File: src/rtl/keep_budget_pkg.sv
// keep_budget_pkg
// Shared types and helpers for the keep-qualified byte-budget gate.
//   gate_mode_e      : TRIM (clear excess kept bytes) / STALL (backpressure until credit fits)
//   BW               : credit/budget width for the default BUDGETMAX
//   popcount()       : number of set bits in a keep mask (zero-extended to POP_MAXW)
package keep_budget_pkg;

    localparam int BUSBYTEWIDTH_DEF = 16;
    localparam int BUDGETMAX_DEF    = 32;
    localparam int BW               = $clog2(BUDGETMAX_DEF + 1);

    // Widest keep mask the popcount helper accepts; narrower masks are zero-extended.
    localparam int POP_MAXW = 256;

    typedef enum logic {
        TRIM  = 1'b0,
        STALL = 1'b1
    } gate_mode_e;

    function automatic int unsigned popcount(input logic [POP_MAXW-1:0] v);
        int unsigned cnt;
        cnt = 0;
        for (int i = 0; i < POP_MAXW; i++) begin
            cnt = cnt + int'(v[i]);
        end
        return cnt;
    endfunction

endpackage

File: src/rtl/keep_budget_gate_trim.sv
// keep_prefix_trim
// Combinational prefix trim of a keep mask against a byte limit.
//   keep     in  : keep mask, bit i qualifies byte i
//   limit    in  : number of bytes allowed through
//   keep_out out : keep with only the lowest-order `limit` set bits retained
//   n        out : popcount(keep)
//   over     out : n > limit
module keep_prefix_trim
    import keep_budget_pkg::*;
#(
    parameter int KW = 16,
    parameter int LW = 6
) (
    input  logic [KW-1:0]            keep,
    input  logic [LW-1:0]            limit,
    output logic [KW-1:0]            keep_out,
    output logic [$clog2(KW+1)-1:0]  n,
    output logic                     over
);

    localparam int NW = $clog2(KW + 1);
    localparam int CW = ((NW > LW) ? NW : LW) + 1;

    // Running count of set keep bits; a bit survives while the count is within the limit.
    always_comb begin
        logic [CW-1:0] acc;
        acc      = '0;
        keep_out = '0;
        for (int i = 0; i < KW; i++) begin
            acc         = acc + CW'(keep[i]);
            keep_out[i] = keep[i] && (acc <= CW'(limit));
        end
    end

    assign n    = NW'(popcount(POP_MAXW'(keep)));
    assign over = CW'(n) > CW'(limit);

endmodule

File: src/rtl/keep_budget_gate.sv
// keep_budget_gate
// Two-stage byte-budget gate on a keep-qualified stream. S1 holds the beat
// under decision, S2 is the output register. Kept bytes consume credit; the
// downstream store returns credit via credit_vld/credit_bytes.
//   clk, reset_n                     : clock, async active-low reset
//   mode                             : 0 = TRIM, 1 = STALL (sampled when a beat fires)
//   credit_vld, credit_bytes         : credit return
//   businvld/businrdy/businkeep/busin/businlast       : input beat
//   busoutvld/busoutrdy/busoutkeep/busout/busoutlast  : output beat
//   budget                           : current credit in bytes
//   drop_pulse, dropcnt              : drop event / saturating dropped-byte count
//   credit_err                       : sticky, credit return overflowed BUDGETMAX
module keep_budget_gate
    import keep_budget_pkg::*;
#(
    parameter int BUSBYTEWIDTH = 16,
    parameter int BUDGETMAX    = 32,
    parameter int CNTW         = 16
) (
    input  logic                               clk,
    input  logic                               reset_n,
    input  logic                               mode,
    input  logic                               credit_vld,
    input  logic [$clog2(BUDGETMAX+1)-1:0]     credit_bytes,
    input  logic                               businvld,
    output logic                               businrdy,
    input  logic [BUSBYTEWIDTH-1:0]            businkeep,
    input  logic [BUSBYTEWIDTH*8-1:0]          busin,
    input  logic                               businlast,
    output logic                               busoutvld,
    input  logic                               busoutrdy,
    output logic [BUSBYTEWIDTH-1:0]            busoutkeep,
    output logic [BUSBYTEWIDTH*8-1:0]          busout,
    output logic                               busoutlast,
    output logic [$clog2(BUDGETMAX+1)-1:0]     budget,
    output logic                               drop_pulse,
    output logic [CNTW-1:0]                    dropcnt,
    output logic                               credit_err
);

    localparam int KW = BUSBYTEWIDTH;
    localparam int DW = BUSBYTEWIDTH * 8;
    localparam int LW = $clog2(BUDGETMAX + 1);
    localparam int NW = $clog2(KW + 1);
    // Wide enough for budget + credit (each < 2^LW) without wrap.
    localparam int CW = ((NW > LW) ? NW : LW) + 1;

    logic            s1_vld, s1_last;
    logic [KW-1:0]   s1_keep;
    logic [DW-1:0]   s1_data;
    logic            s2_vld, s2_last;
    logic [KW-1:0]   s2_keep;
    logic [DW-1:0]   s2_data;

    logic [KW-1:0]   trim_keep;
    logic [NW-1:0]   n;
    logic            over;
    logic            never_fits;
    logic            s2_adv;
    logic            fire;
    logic            accept;
    logic [CW-1:0]   n_w, b_w, consumed, dropped, credit_w, bud_sum;
    logic [CNTW:0]   drop_sum;

    keep_prefix_trim #(
        .KW (KW),
        .LW (LW)
    ) u_trim (
        .keep     (s1_keep),
        .limit    (budget),
        .keep_out (trim_keep),
        .n        (n),
        .over     (over)
    );

    assign n_w        = CW'(n);
    assign b_w        = CW'(budget);
    // A beat wider than the whole budget can never fit; trimming it avoids deadlock in STALL.
    assign never_fits = n_w > CW'(BUDGETMAX);
    assign s2_adv     = !s2_vld || busoutrdy;
    assign fire       = s1_vld && s2_adv &&
                        (gate_mode_e'(mode) == TRIM || !over || never_fits);
    assign businrdy   = !s1_vld || fire;
    assign accept     = businvld && businrdy;

    assign consumed = !fire ? '0 : (over ? b_w : n_w);
    assign dropped  = (fire && over) ? (n_w - b_w) : '0;
    assign credit_w = credit_vld ? CW'(credit_bytes) : '0;
    // Credit arriving this cycle only becomes usable next cycle.
    assign bud_sum  = b_w - consumed + credit_w;
    assign drop_sum = {1'b0, dropcnt} + (CNTW+1)'(dropped);

    assign busoutvld  = s2_vld;
    assign busoutkeep = s2_keep;
    assign busout     = s2_data;
    assign busoutlast = s2_last;

    always_ff @(posedge clk or negedge reset_n) begin
        if (!reset_n) begin
            s1_vld     <= 1'b0;
            s1_last    <= 1'b0;
            s1_keep    <= '0;
            s1_data    <= '0;
            s2_vld     <= 1'b0;
            s2_last    <= 1'b0;
            s2_keep    <= '0;
            s2_data    <= '0;
            budget     <= LW'(BUDGETMAX);
            drop_pulse <= 1'b0;
            dropcnt    <= '0;
            credit_err <= 1'b0;
        end else begin
            if (accept) begin
                s1_vld  <= 1'b1;
                s1_keep <= businkeep;
                s1_data <= busin;
                s1_last <= businlast;
            end else if (fire) begin
                s1_vld  <= 1'b0;
            end

            if (s2_adv) begin
                s2_vld <= fire;
                if (fire) begin
                    s2_keep <= trim_keep;
                    s2_data <= s1_data;
                    s2_last <= s1_last;
                end
            end

            drop_pulse <= fire && over;
            if (fire && over) begin
                dropcnt <= drop_sum[CNTW] ? '1 : drop_sum[CNTW-1:0];
            end

            if (bud_sum > CW'(BUDGETMAX)) begin
                budget     <= LW'(BUDGETMAX);
                credit_err <= 1'b1;
            end else begin
                budget     <= bud_sum[LW-1:0];
            end
        end
    end

endmodule

File: config.mk
export PLATFORM = sky130hd
export DESIGN_NAME = keep_budget_gate
export DESIGN_NICKNAME = d
export VERILOG_FILES = /design/src/rtl/keep_budget_pkg.sv /design/src/rtl/keep_budget_gate_trim.sv /design/src/rtl/keep_budget_gate.sv
export SDC_FILE = /design/constraint.sdc
export NUM_CORES = 1
export LEC_CHECK = 0
export ABC_AREA = 1
export BUFFER_PORTS_ARGS = -buffer_cell sky130_fd_sc_hd__buf_2
export CORE_ASPECT_RATIO = 1.1
export CORE_MARGIN = 2
export CORE_UTILIZATION = 40
export CTS_CLUSTER_SIZE = 10
export DETAILED_ROUTE_END_ITERATION = 16
export PLACE_DENSITY = 0.72
export SLEW_MARGIN = 20
export SYNTH_ARGS = -nofsm -noshare
export SYNTH_HDL_FRONTEND = slang
export SYNTH_SLANG_ARGS = --single-unit
File: constraint.sdc
create_clock -name clk -period 22.3 [get_ports clk]
set_input_delay 4.46 -clock clk [delete_from_list [all_inputs] [get_ports clk]]
set_output_delay 4.46 -clock clk [all_outputs]
set_load 0.005 [all_outputs]
# [Yosys cells after proc, flatten, opt, wreduce, memory -nomap -nowiden]
# Cells that the tools add are included.
[op_classes] n_addsub=34 mux=8 order_cmp=19 n_bitwise=1 n_reduce_logical=29
[op_table] cell="7-bit by 6-bit <= comparator with 1-bit output" n=15
[op_table] cell="7-bit by 1-bit adder with 7-bit output" n=14
[op_table] cell="5-bit by 1-bit adder with 5-bit output" n=14
[op_table] cell="6-bit 2-to-1 mux" n=4
[op_table] cell="1-bit logical AND" n=20
[op_table] cell="16-bit by 7-bit adder with 17-bit output" n=1
[op_table] cell="16-bit 2-to-1 mux" n=1
[op_table] cell="7-bit by 6-bit adder with 7-bit output" n=1
[op_table] cell="7-bit by 6-bit > comparator with 1-bit output (second input constant)" n=1
[op_table] cell="7-bit 2-to-1 mux" n=1
[op_table] cell="5-bit by 6-bit subtractor with 7-bit output" n=1
[op_table] cell="6-bit by 6-bit subtractor with 7-bit output" n=1
[op_table] cell="5-bit by 6-bit > comparator with 1-bit output" n=1
[op_table] cell="5-bit by 6-bit > comparator with 1-bit output (second input constant)" n=1
[op_table] cell="1-bit by 6-bit <= comparator with 1-bit output" n=1
[op_table] cell="1-bit by 1-bit adder with 2-bit output" n=2
[op_table] cell="1-bit logical OR" n=4
[op_table] cell="1-bit logical NOT" n=3
[op_table] cell="1-bit 2-to-1 mux" n=2
[op_table] cell="2-bit AND reduction" n=1
[op_table] cell="2-bit nonzero test" n=1
[op_table] cell="1-bit inverter" n=1
[word_totals] elab_cells=103 output_inout_bits=171 ff_bits=316 input_bits=157

# [Longest topological paths before layout]
# Gate-level depths: netlist of the first run.
[depth] word_depth=25 ltp_mapped=46 depth_no_buf=46

# [Cells and area by module]
# A second synthesis of the first run with hierarchy kept.
[unflattened] hier_cells=2005 area_unflattened_um2=17799.6
[by_module_without_submodules] mod="keep_budget_gate" area_each_um2=13275.2 n_inst=1 cells_each=1345 seq_area_each_um2=7908.8
[by_module_without_submodules] mod="keep_prefix_trim" area_each_um2=4524.3 n_inst=1 cells_each=660 seq_area_each_um2=0.0

# [Least setup slack after synthesis of the first run]
# OpenSTA, ideal clock, no wires.
[synth_timing] kind="flip-flop to output port" startpoint="register s1_keep[0]" endpoint="output businrdy" n_path_buf=0 slack_ns=12.727 arrival_ns=5.113 path_stages_with_launch=22 required_ns=17.840 path_cell_list="dfrtp_1 -> ha_1 -> inv_1 -> fa_1 -> fa_1 -> fa_1 -> fa_1 -> fa_1 -> fa_1 -> xnor2_1 -> ha_1 -> nand2_1 -> nor2_1 -> a211oi_1 -> nor2_1 -> o21ai_0 -> nand2_1 -> nand2_1 -> clkinv_1 -> nand2_1 -> nand2_1 -> nand2_1"
[synth_between] elab_chain_len=21 elab_cells_between_ends=22 classes_between="add/sub: 15; order compare: 2; reduce/logical: 5"
[synth_rtl] element="start: declaration" line="keep_budget_gate.sv:49" text="logic [KW-1:0] s1_keep;"
[synth_rtl] element="start signal: assignment" line="keep_budget_gate.sv:115" text="s1_keep <= businkeep;"
[synth_rtl] element="1-bit by 1-bit adder with 2-bit output (*)" line="keep_budget_pkg.sv:24" text="cnt = cnt + int'(v[i]);"
[synth_rtl] element="5-bit by 1-bit adder with 5-bit output (*) (14 in a row)" line="keep_budget_pkg.sv:24"
[synth_rtl] element="5-bit by 6-bit > comparator with 1-bit output" line="keep_budget_gate_trim.sv:36" text="assign over = CW'(n) > CW'(limit);"
[synth_rtl] element="1-bit logical NOT" line="keep_budget_gate.sv:82" text="(gate_mode_e'(mode) == TRIM || !over || never_fits);"
[synth_rtl] element="1-bit logical OR" line="keep_budget_gate.sv:82"
[synth_rtl] element="1-bit logical OR (*)" line="keep_budget_gate.sv:82"
[synth_rtl] element="1-bit logical AND (*)" line="keep_budget_gate.sv:81" text="assign fire = s1_vld && s2_adv &&"
[synth_rtl] element="1-bit logical OR (*)" line="keep_budget_gate.sv:83" text="assign businrdy = !s1_vld || fire;"
[synth_rtl] element="end: declaration" line="keep_budget_gate.sv:26" text="output logic businrdy,"
# Every way passes the cells marked *; elsewhere a longest branch is shown, timed or not.

# [Worst setup path in the final report of the first run]
[layout_timing] startpoint="register s1_keep[1]" endpoint="output businrdy"
# Same word-level chain as after synthesis.

==> impl_results.html, run 1 <==
<table>
<tr><th>Metric</th><th>Value</th></tr>
<tr><th colspan="2">Clock network</th></tr>
<tr><td>Clock network latency to the later pin of the worst-skew pair</td><td>0.56 ns</td></tr>
<tr><td>Htree depth</td><td>2</td></tr>
<tr><td>PostCTS Resize Cnt</td><td>0</td></tr>
<tr><td>Post-CTS clock slew at the launch and capture registers of the worst setup and hold paths</td><td>0.06 ns</td></tr>
<tr><td>Root buffer cell</td><td>sky130_fd_sc_hd__clkbuf_16</td></tr>
<tr><td>Clock tree from TritonCTS</td><td>built</td></tr>
<tr><td>Post-CTS setup repair buffer count</td><td>0</td></tr>
<tr><td>Clock sink count</td><td>316</td></tr>
<tr><td>Hold_buf cts</td><td>0</td></tr>
<tr><td>CTS Buf Count</td><td>38</td></tr>
<tr><td>Deepest clock path buffer count</td><td>3</td></tr>
<tr><th colspan="2">Routing</th></tr>
<tr><td>DRC violation count after routing</td><td>0</td></tr>
<tr><td>DR pass1 iterations</td><td>5</td></tr>
<tr><td>DRC marker count from the first detailed-route iteration</td><td>561</td></tr>
<tr><td>Drt wl/cell</td><td>16.0 um</td></tr>
<tr><td>Routed Wire Length</td><td>43.5 mm</td></tr>
<tr><td>Vias/cell</td><td>4.96</td></tr>
<tr><td>Remaining number of nets flagged by the antenna check after routing</td><td>0</td></tr>
<tr><td>Number of vias in the routed layout</td><td>13,500</td></tr>
<tr><th colspan="2">Floorplan</th></tr>
<tr><td>I/O pin cnt</td><td>328</td></tr>
<tr><td>Chip Height</td><td>219 um</td></tr>
<tr><td>Initial standard-cell utilization of the core</td><td>40.6%</td></tr>
<tr><td>Number of standard-cell rows in the floorplan</td><td>78</td></tr>
<tr><td>Floorplan die area</td><td>0.0436 mm^2</td></tr>
<tr><td>Horizontal die dimension</td><td>199 um</td></tr>
<tr><td>Core footprint</td><td>0.0413 mm^2</td></tr>
<tr><th colspan="2">Yosys</th></tr>
<tr><td>Count leader, synth</td><td>sky130_fd_sc_hd__nand2_1</td></tr>
<tr><td>Number of warnings printed during yosys synthesis</td><td>0</td></tr>
<tr><td>Cell area after synthesis</td><td>0.0168 mm^2</td></tr>
<tr><td>Sequential cell area fraction in the yosys report</td><td>47.1%</td></tr>
<tr><td>Fraction of synthesized cell area taken by the top area cell type</td><td>47.0%</td></tr>
<tr><td>Leading area contributor after synthesis</td><td>sky130_fd_sc_hd__dfrtp_1</td></tr>
<tr><td>Synth area leaders</td><td>sky130_fd_sc_hd__dfrtp_1, sky130_fd_sc_hd__nand2_1, sky130_fd_sc_hd__ha_1</td></tr>
<tr><td>Mean instance size in the synthesized netlist</td><td>9.22 um^2</td></tr>
<tr><td>Top cells by count, synth</td><td>sky130_fd_sc_hd__nand2_1, sky130_fd_sc_hd__dfrtp_1, sky130_fd_sc_hd__inv_1</td></tr>
<tr><td>Prevailing post-synth register cell</td><td>sky130_fd_sc_hd__dfrtp_1</td></tr>
<tr><td>Number of different library cells in the post-synthesis netlist</td><td>44</td></tr>
<tr><td>Count of flip-flops with a built-in enable after synthesis</td><td>0</td></tr>
<tr><td>Register bit total from synthesis</td><td>316</td></tr>
<tr><td>Share of flip-flops with an asynchronous set or reset</td><td>100%</td></tr>
<tr><td>Post-Syn Instances</td><td>1,820</td></tr>
<tr><th colspan="2">Flow run</th></tr>
<tr><td># Max-Cap Violations</td><td>0</td></tr>
<tr><th colspan="2">Worst setup path</th></tr>
<tr><td>Peak fanout along the critical path</td><td>8</td></tr>
<tr><td>Required time of the worst setup path</td><td>17.84 ns</td></tr>
<tr><td>Stage delay of the slowest cell on the critical path</td><td>0.55 ns</td></tr>
<tr><td>Internal reg-to-reg setup slack</td><td>12.95 ns</td></tr>
<tr><td>Count of buffering cells on the critical path with inverters included</td><td>3</td></tr>
<tr><td>Crit path capture type</td><td>primary output</td></tr>
<tr><td>Top cell family by delay on the critical path</td><td>adder cells</td></tr>
<tr><td>Crit Path Category</td><td>reg2out</td></tr>
<tr><td>CP dominant cell by count</td><td>sky130_fd_sc_hd__fa_1</td></tr>
<tr><td>Cell with the largest stage delay on the worst path</td><td>sky130_fd_sc_hd__fa_1</td></tr>
<tr><td>Critical path arrival</td><td>6.66 ns</td></tr>
<tr><td>Critical Path, Cell by Cell</td><td>ha_1 &gt; inv_1 &gt; fa_1 &gt; fa_1 &gt; fa_1 &gt; fa_1 &gt; fa_1 &gt; fa_1 &gt; xnor2_1 &gt; ha_1 &gt; nand2_1 &gt; nor2_1 &gt; a211oi_1 &gt; nor2_1 &gt; o21ai_0 &gt; nand2_1 &gt; nand2_1 &gt; clkinv_1 &gt; nand2_1 &gt; nand2_4 &gt; nand2_1 &gt; buf_2</td></tr>
<tr><td>Setup crit start kind</td><td>register</td></tr>
<tr><th colspan="2">STA</th></tr>
<tr><td>Least-Margin Pin Slew</td><td>0.948 ns</td></tr>
<tr><td>Final hold violations</td><td>0</td></tr>
<tr><td>Count of final max-slew check failures</td><td>0</td></tr>
<tr><td>Final WS setup</td><td>11.18 ns</td></tr>
<tr><td>Final worst path period need</td><td>11.12 ns</td></tr>
<tr><td>Setup repair after global routing missed its margin</td><td>no</td></tr>
<tr><td>Highest attainable clock frequency</td><td>89.9 MHz</td></tr>
<tr><td>Setup violators final</td><td>0</td></tr>
<tr><td>Summed negative setup slack over all endpoints</td><td>0 ns</td></tr>
<tr><td>Max transition margin</td><td>36.8%</td></tr>
<tr><td>Post-route clock skew</td><td>0.0271 ns</td></tr>
<tr><td>Post-route fraction of the period consumed by the critical path</td><td>49.9%</td></tr>
<tr><th colspan="2">Global routing</th></tr>
<tr><td>GR Util All Layers</td><td>20.3%</td></tr>
<tr><td>GR Overflow Total</td><td>0</td></tr>
<tr><td>Number of antenna violations at the first check in global routing</td><td>11</td></tr>
<tr><td>First-pass GRT wire length</td><td>70.4 mm</td></tr>
<tr><td>Via count of the first global-routing pass</td><td>14,000</td></tr>
<tr><td>Largest net degree at the start of global routing</td><td>172</td></tr>
<tr><th colspan="2">Hold path</th></tr>
<tr><td>Path type of the worst min-delay path</td><td>reg2reg</td></tr>
<tr><th colspan="2">Place</th></tr>
<tr><td>Final weighted congestion in routability-driven placement</td><td>0.901</td></tr>
<tr><td>Pre-CTS worst setup slack</td><td>11.79 ns</td></tr>
<tr><td>Detailed Place HPWL</td><td>31.2 mm</td></tr>
<tr><td>Port-buffer cells</td><td>327</td></tr>
<tr><th colspan="2">Final layout</th></tr>
<tr><td>Share of post-route cells with drive strength above 1</td><td>27.8%</td></tr>
<tr><td>Layout-stage area growth over the synthesis result</td><td>19.9%</td></tr>
<tr><td>Net count reported at finish</td><td>2,457</td></tr>
<tr><th colspan="2">Outcome</th></tr>
<tr><td>Run status</td><td>complete, no violations</td></tr>
</table>
[final timing paths]
check / from / to / cells after the start
max in group asynchronous: reset_n / busout[88]$_DFFE_PN0P_ / 3
min reg2reg: s1_data[113]$_DFFE_PN0P_ / busout[113]$_DFFE_PN0P_ / 2
max reg2reg: s1_keep[1]$_DFFE_PN0P_ / dropcnt[7]$_DFFE_PN0N_ / 42
max: s1_keep[1]$_DFFE_PN0P_ / businrdy / 22
min in group asynchronous: reset_n / s1_data[123]$_DFFE_PN0P_ / 1
min: s1_data[113]$_DFFE_PN0P_ / busout[113]$_DFFE_PN0P_ / 2
[registers in the layout, indices dropped and copies added (netlist names)]
name and flops:
budget 6, busout 128, busoutkeep 16, busoutlast 1, busoutvld 1, credit_err 1, drop_pulse 1, dropcnt 16
s1_data 128, s1_keep 16, s1_last 1, s1_vld 1
[routing by layer]
layer	routed length (um)	GRT usage [%]
met3	3480	6.65
met5	82	0
met4	1190	7.29
met2	20900	33.8
met1	17800	24.7
[final cells by class]
| cell class | instances | area, um^2 |
|---|---|---|
| clock buffers | 45 | 987 |
| inverters | 191 | 719 |
| flip-flops and latches | 316 | 7910 |
| repair buffers | 338 | 1750 |
| clock inverters | 5 | 68.8 |
| well taps | 560 | 701 |
| diodes | 3 | 7.51 |
| multi-input cells | 1263 | 7980 |
| fillers | 3855 | 21200 |
[per-stage QoR]
stage                     cells  instance area, um^2  utilization, %  hold slack, ns
after floorplan            1822                16800               -           0.436
after global placement     2668                19100            46.1           0.442
after detailed placement   2668                19100            46.1           0.448
after CTS                  2718                20100            48.7           0.454
after global routing       2721                20100            48.7           0.472
final                      2721                20100            48.7           0.450
[worst reg2reg max path, delay by kind of cell, from the launching register on]
family                   cells  cell delay (ns)
AND/OR/NAND/NOR             14             1.83
flip-flops                   1             0.42
buffers and inverters        8             1.63
AO/OA/AOI/OAI               10             1.52
adder cells (fa/ha/maj)      9             3.63
XOR/XNOR                     1             0.23
[cells by family (layout without fill, tap and decap cells)]
logic type	Yosys count	in the layout	share of synthesized area [%]
AOI/OAI and AO/OA	175	175	5.88
buffers and inverters	243	579	5.44
DFF	316	316	47.1
adders and majority gates	152	152	12.2
xor gates and xnor gates	14	14	0.731
other	1	6	0.0223
muxes	114	114	7.65
and+or+nand+nor	805	805	20.9
[layout by cell type (no fill, tap or decap), types with 38 or more instances in the layout]
cell type,n
sky130_fd_sc_hd__nand2_1,529
sky130_fd_sc_hd__buf_2,326
sky130_fd_sc_hd__dfrtp_1,315
sky130_fd_sc_hd__inv_1,178
sky130_fd_sc_hd__ha_1,132
sky130_fd_sc_hd__mux2_2,114
sky130_fd_sc_hd__nor2_1,103
sky130_fd_sc_hd__a21oi_1,76
sky130_fd_sc_hd__nand3_1,61
sky130_fd_sc_hd__o21ai_0,59
sky130_fd_sc_hd__nand2_2,42
sky130_fd_sc_hd__clkbuf_16,38
Power of run 1 is left out: the tool's default activity adds up to more than one toggle a clock period on the data nets, which glitch-free logic cannot reach.
==> run 2: changes to the inputs <==
ABC_AREA = 0   (was 1)
clock period = 11.6 ns   (was 22.3 ns; I/O delays follow)
==> run 2 against run 1 <==
  * Flip-flop and latch count unchanged
  * Non-clock buffer count up 3
  * Area after synthesis down 0.31%
  * Core utilization about the same
  * Critical path depth down 1
  * Global-route usage down 1.3 points
  * Design area about the same
  * Setup slack worse by 9.0 ns
  * Synthesized cell count down 25%
  * Highest routed layer unchanged
==> impl_results.html, run 2 <==
<table>
<tr><th>Metric</th><th>Value</th></tr>
<tr><th colspan="2">Yosys</th></tr>
<tr><td>Synth area leaders</td><td>sky130_fd_sc_hd__dfrtp_1, sky130_fd_sc_hd__mux2_2, sky130_fd_sc_hd__ha_1</td></tr>
<tr><td>Fraction of synthesized area in multiplexers</td><td>19.1%</td></tr>
<tr><td>Register bit total from synthesis</td><td>316</td></tr>
<tr><td>Main combinational cell family by area after synthesis</td><td>multiplexers</td></tr>
<tr><td>Mean instance size in the synthesized netlist</td><td>12.2 um^2</td></tr>
<tr><td>Count of flip-flops with a built-in enable after synthesis</td><td>0</td></tr>
<tr><td>Synthesized-area fraction occupied by ao, oa, aoi and oai cells</td><td>6.63%</td></tr>
<tr><td>Cell area after synthesis</td><td>0.0167 mm^2</td></tr>
<tr><td>Basic-gate share of the synthesized area counting and, or, nand and nor cells</td><td>6.90%</td></tr>
<tr><td>Number of warnings printed during yosys synthesis</td><td>0</td></tr>
<tr><td>Leading area contributor after synthesis</td><td>sky130_fd_sc_hd__dfrtp_1</td></tr>
<tr><td>Count leader, synth</td><td>sky130_fd_sc_hd__dfrtp_1</td></tr>
<tr><td>Adder-cell share of the synthesized area</td><td>12.3%</td></tr>
<tr><td>Number of different library cells in the post-synthesis netlist</td><td>73</td></tr>
<tr><td>Share of the synthesized netlist area taken by xor and xnor gates</td><td>4.55%</td></tr>
<tr><td>Fraction of synthesized cell area taken by the top area cell type</td><td>47.1%</td></tr>
<tr><td>Top cells by count, synth</td><td>sky130_fd_sc_hd__dfrtp_1, sky130_fd_sc_hd__mux2_2, sky130_fd_sc_hd__ha_1</td></tr>
<tr><td>Prevailing post-synth register cell</td><td>sky130_fd_sc_hd__dfrtp_1</td></tr>
<tr><td>Post-Syn Instances</td><td>1,369</td></tr>
<tr><td>Share of flip-flops with an asynchronous set or reset</td><td>100%</td></tr>
<tr><td>Sequential cell area fraction in the yosys report</td><td>47.3%</td></tr>
<tr><th colspan="2">Worst setup path</th></tr>
<tr><td>Count of buffering cells on the critical path with inverters included</td><td>4</td></tr>
<tr><td>Critical Path, Cell by Cell</td><td>ha_1 &gt; inv_1 &gt; fa_1 &gt; fa_1 &gt; fa_1 &gt; fa_1 &gt; fa_1 &gt; fa_1 &gt; inv_1 &gt; ha_1 &gt; nor2b_1 &gt; o21ai_0 &gt; nand2b_1 &gt; a21oi_1 &gt; nor2b_1 &gt; o221ai_1 &gt; inv_1 &gt; nand2_1 &gt; nand3_4 &gt; nand2_1 &gt; buf_2</td></tr>
<tr><td>Critical path arrival</td><td>7.12 ns</td></tr>
<tr><td>Stage delay of the slowest cell on the critical path</td><td>0.57 ns</td></tr>
<tr><td>Required time of the worst setup path</td><td>9.28 ns</td></tr>
<tr><td>Cell with the largest stage delay on the worst path</td><td>sky130_fd_sc_hd__o221ai_1</td></tr>
<tr><td>Setup crit start kind</td><td>register</td></tr>
<tr><td>Internal reg-to-reg setup slack</td><td>2.64 ns</td></tr>
<tr><td>Reg-to-Reg Start</td><td>s1_keep[0]$_DFFE_PN0P_</td></tr>
<tr><td>RR Endpoint</td><td>busoutkeep[15]$_DFFE_PN0P_</td></tr>
<tr><td>Crit path capture type</td><td>primary output</td></tr>
<tr><td>Top cell family by delay on the critical path</td><td>adder cells</td></tr>
<tr><td>Peak fanout along the critical path</td><td>43</td></tr>
<tr><td>Register-to-Register Path Depth</td><td>32</td></tr>
<tr><td>CP dominant cell by count</td><td>sky130_fd_sc_hd__fa_1</td></tr>
<tr><td>Crit Path Category</td><td>reg2out</td></tr>
<tr><th colspan="2">Clock network</th></tr>
<tr><td>PostCTS Resize Cnt</td><td>0</td></tr>
<tr><td>Hold_buf cts</td><td>0</td></tr>
<tr><td>Root buffer cell</td><td>sky130_fd_sc_hd__clkbuf_16</td></tr>
<tr><td>Clock sink count</td><td>316</td></tr>
<tr><td>Post-CTS clock slew at the launch and capture registers of the worst setup and hold paths</td><td>0.06 ns</td></tr>
<tr><td>CTS Buf Count</td><td>38</td></tr>
<tr><td>Clock network latency to the later pin of the worst-skew pair</td><td>0.53 ns</td></tr>
<tr><td>Htree depth</td><td>2</td></tr>
<tr><td>Clock tree from TritonCTS</td><td>built</td></tr>
<tr><td>Deepest clock path buffer count</td><td>3</td></tr>
<tr><td>Post-CTS setup repair buffer count</td><td>0</td></tr>
<tr><th colspan="2">Hold path</th></tr>
<tr><td>Path type of the worst min-delay path</td><td>reg2reg</td></tr>
<tr><td>Hold Path Stages</td><td>2</td></tr>
<tr><td>Origin of the worst min-delay path</td><td>busoutkeep[0]$_DFFE_PN0P_</td></tr>
<tr><td>Min-Delay Endpoint</td><td>busoutkeep[0]$_DFFE_PN0P_</td></tr>
<tr><th colspan="2">STA</th></tr>
<tr><td>Setup violators final</td><td>0</td></tr>
<tr><td>Highest attainable clock frequency</td><td>106 MHz</td></tr>
<tr><td>Max transition margin</td><td>36.5%</td></tr>
<tr><td>Summed negative setup slack over all endpoints</td><td>0 ns</td></tr>
<tr><td>Least-Margin Pin Slew</td><td>0.953 ns</td></tr>
<tr><td>Count of final max-slew check failures</td><td>0</td></tr>
<tr><td>Final worst path period need</td><td>9.44 ns</td></tr>
<tr><td>Post-route clock skew</td><td>0.0150 ns</td></tr>
<tr><td>Setup repair after global routing missed its margin</td><td>no</td></tr>
<tr><td>Final hold violations</td><td>0</td></tr>
<tr><td>Final WS setup</td><td>2.16 ns</td></tr>
<tr><td>Post-route fraction of the period consumed by the critical path</td><td>81.4%</td></tr>
<tr><th colspan="2">Routing</th></tr>
<tr><td>Drt wl/cell</td><td>18.0 um</td></tr>
<tr><td>DRC violation count after routing</td><td>0</td></tr>
<tr><td>DRC marker count from the first detailed-route iteration</td><td>481</td></tr>
<tr><td>Routed Wire Length</td><td>40.9 mm</td></tr>
<tr><td>DR pass1 iterations</td><td>5</td></tr>
<tr><td>Number of vias in the routed layout</td><td>11,800</td></tr>
<tr><td>Vias/cell</td><td>5.17</td></tr>
<tr><td>Remaining number of nets flagged by the antenna check after routing</td><td>0</td></tr>
<tr><th colspan="2">Place</th></tr>
<tr><td>Detailed Place HPWL</td><td>30.2 mm</td></tr>
<tr><td>Area after detailed placement</td><td>0.0190 mm^2</td></tr>
<tr><td>Pre-CTS worst setup slack</td><td>2.81 ns</td></tr>
<tr><td>Final weighted congestion in routability-driven placement</td><td>0.860</td></tr>
<tr><td>Port-buffer cells</td><td>327</td></tr>
<tr><th colspan="2">Floorplan</th></tr>
<tr><td>Chip Height</td><td>218 um</td></tr>
<tr><td>I/O pin cnt</td><td>328</td></tr>
<tr><td>Initial standard-cell utilization of the core</td><td>40.5%</td></tr>
<tr><td>Floorplan die area</td><td>0.0435 mm^2</td></tr>
<tr><td>Core footprint</td><td>0.0413 mm^2</td></tr>
<tr><td>Number of standard-cell rows in the floorplan</td><td>78</td></tr>
<tr><td>Horizontal die dimension</td><td>199 um</td></tr>
<tr><th colspan="2">Final layout</th></tr>
<tr><td>Net count reported at finish</td><td>2,018</td></tr>
<tr><td>Leading cell type in the layout, fill and taps excluded</td><td>sky130_fd_sc_hd__buf_2</td></tr>
<tr><td>Layout-stage area growth over the synthesis result</td><td>20.3%</td></tr>
<tr><td>Share of post-route cells with drive strength above 1</td><td>40.2%</td></tr>
<tr><td>Commonest non-fill, non-tap cells in the layout</td><td>sky130_fd_sc_hd__buf_2, sky130_fd_sc_hd__dfrtp_1, sky130_fd_sc_hd__mux2_2</td></tr>
<tr><td>Post-route standard cell area excluding fillers</td><td>0.0201 mm^2</td></tr>
<tr><th colspan="2">Global routing</th></tr>
<tr><td>GR Overflow Total</td><td>0</td></tr>
<tr><td>GRT met2 Usage</td><td>31.0%</td></tr>
<tr><td>Via count of the first global-routing pass</td><td>12,300</td></tr>
<tr><td>GRT met3 Usage</td><td>7.22%</td></tr>
<tr><td>GR Util All Layers</td><td>19.0%</td></tr>
<tr><td>First-pass GRT wire length</td><td>64.8 mm</td></tr>
<tr><td>Largest net degree at the start of global routing</td><td>101</td></tr>
<tr><td>Routing layer with the top usage in global route</td><td>met2</td></tr>
<tr><td>Number of antenna violations at the first check in global routing</td><td>9</td></tr>
<tr><td>Grt met1 use</td><td>22.9%</td></tr>
<tr><th colspan="2">Flow run</th></tr>
<tr><td># Max-Cap Violations</td><td>0</td></tr>
<tr><th colspan="2">Outcome</th></tr>
<tr><td>Run status</td><td>complete, no violations</td></tr>
</table>
-- run 2: per-layer routing --
metal  wire length [um]  vias up
li1                   -     5478
met2              19000      384
met3               3610      108
met4               1400       18
met1              16800     5793
met5                136        -
-- run 2: cell type report --
cell class	count	area [um^2]
fill	3701	21200
multi-input combinational	913	8290
sequential	316	7910
timing repair buffer	341	1780
clock buffer	45	1030
tap	560	701
inverter	99	373
clock inverter	3	40.0
antenna	1	2.50
-- run 2: kinds of logic after synthesis --
group	count (synthesis)
flip-flops	316
multiplexers	283
AND/OR/NAND/NOR	236
AO/OA/AOI/OAI	175
adder cells (fa/ha/maj)	152
buffers and inverters	142
XOR/XNOR	64
other	1
-- run 2: worst max-delay path by stage --
stage	startpoint	to	slack (ns)	cells after the start
after global placement	s1_keep[0]$_DFFE_PN0P_	busoutkeep[15]$_DFFE_PN0P_	2.93	32
after detailed placement	s1_keep[0]$_DFFE_PN0P_	businrdy	2.81	21
final	s1_keep[0]$_DFFE_PN0P_	businrdy	2.16	21
after global routing	s1_keep[0]$_DFFE_PN0P_	businrdy	1.83	21
after CTS	s1_keep[0]$_DFFE_PN0P_	businrdy	2.20	21
after floorplan	s1_keep[0]$_DFFE_PN0P_	busoutkeep[15]$_DFFE_PN0P_	3.31	33
-- run 2: worst min-delay path: stages, from the launching register on --
cell and delay, ns:
sky130_fd_sc_hd__dfrtp_1 0.34, sky130_fd_sc_hd__nand2_1 0.05, sky130_fd_sc_hd__o21ai_0 0.06
-- run 2: metrics by stage --
step                utilization (%)  hold slack [ns]  cells
global placement               46.1            0.461   2228
floorplan                         -            0.459   1371
finish                         48.7            0.480   2278
CTS                            48.7            0.484   2276
global route                   48.7            0.503   2277
detailed placement             46.1            0.468   2228
Power of run 2 is left out for the same reason.
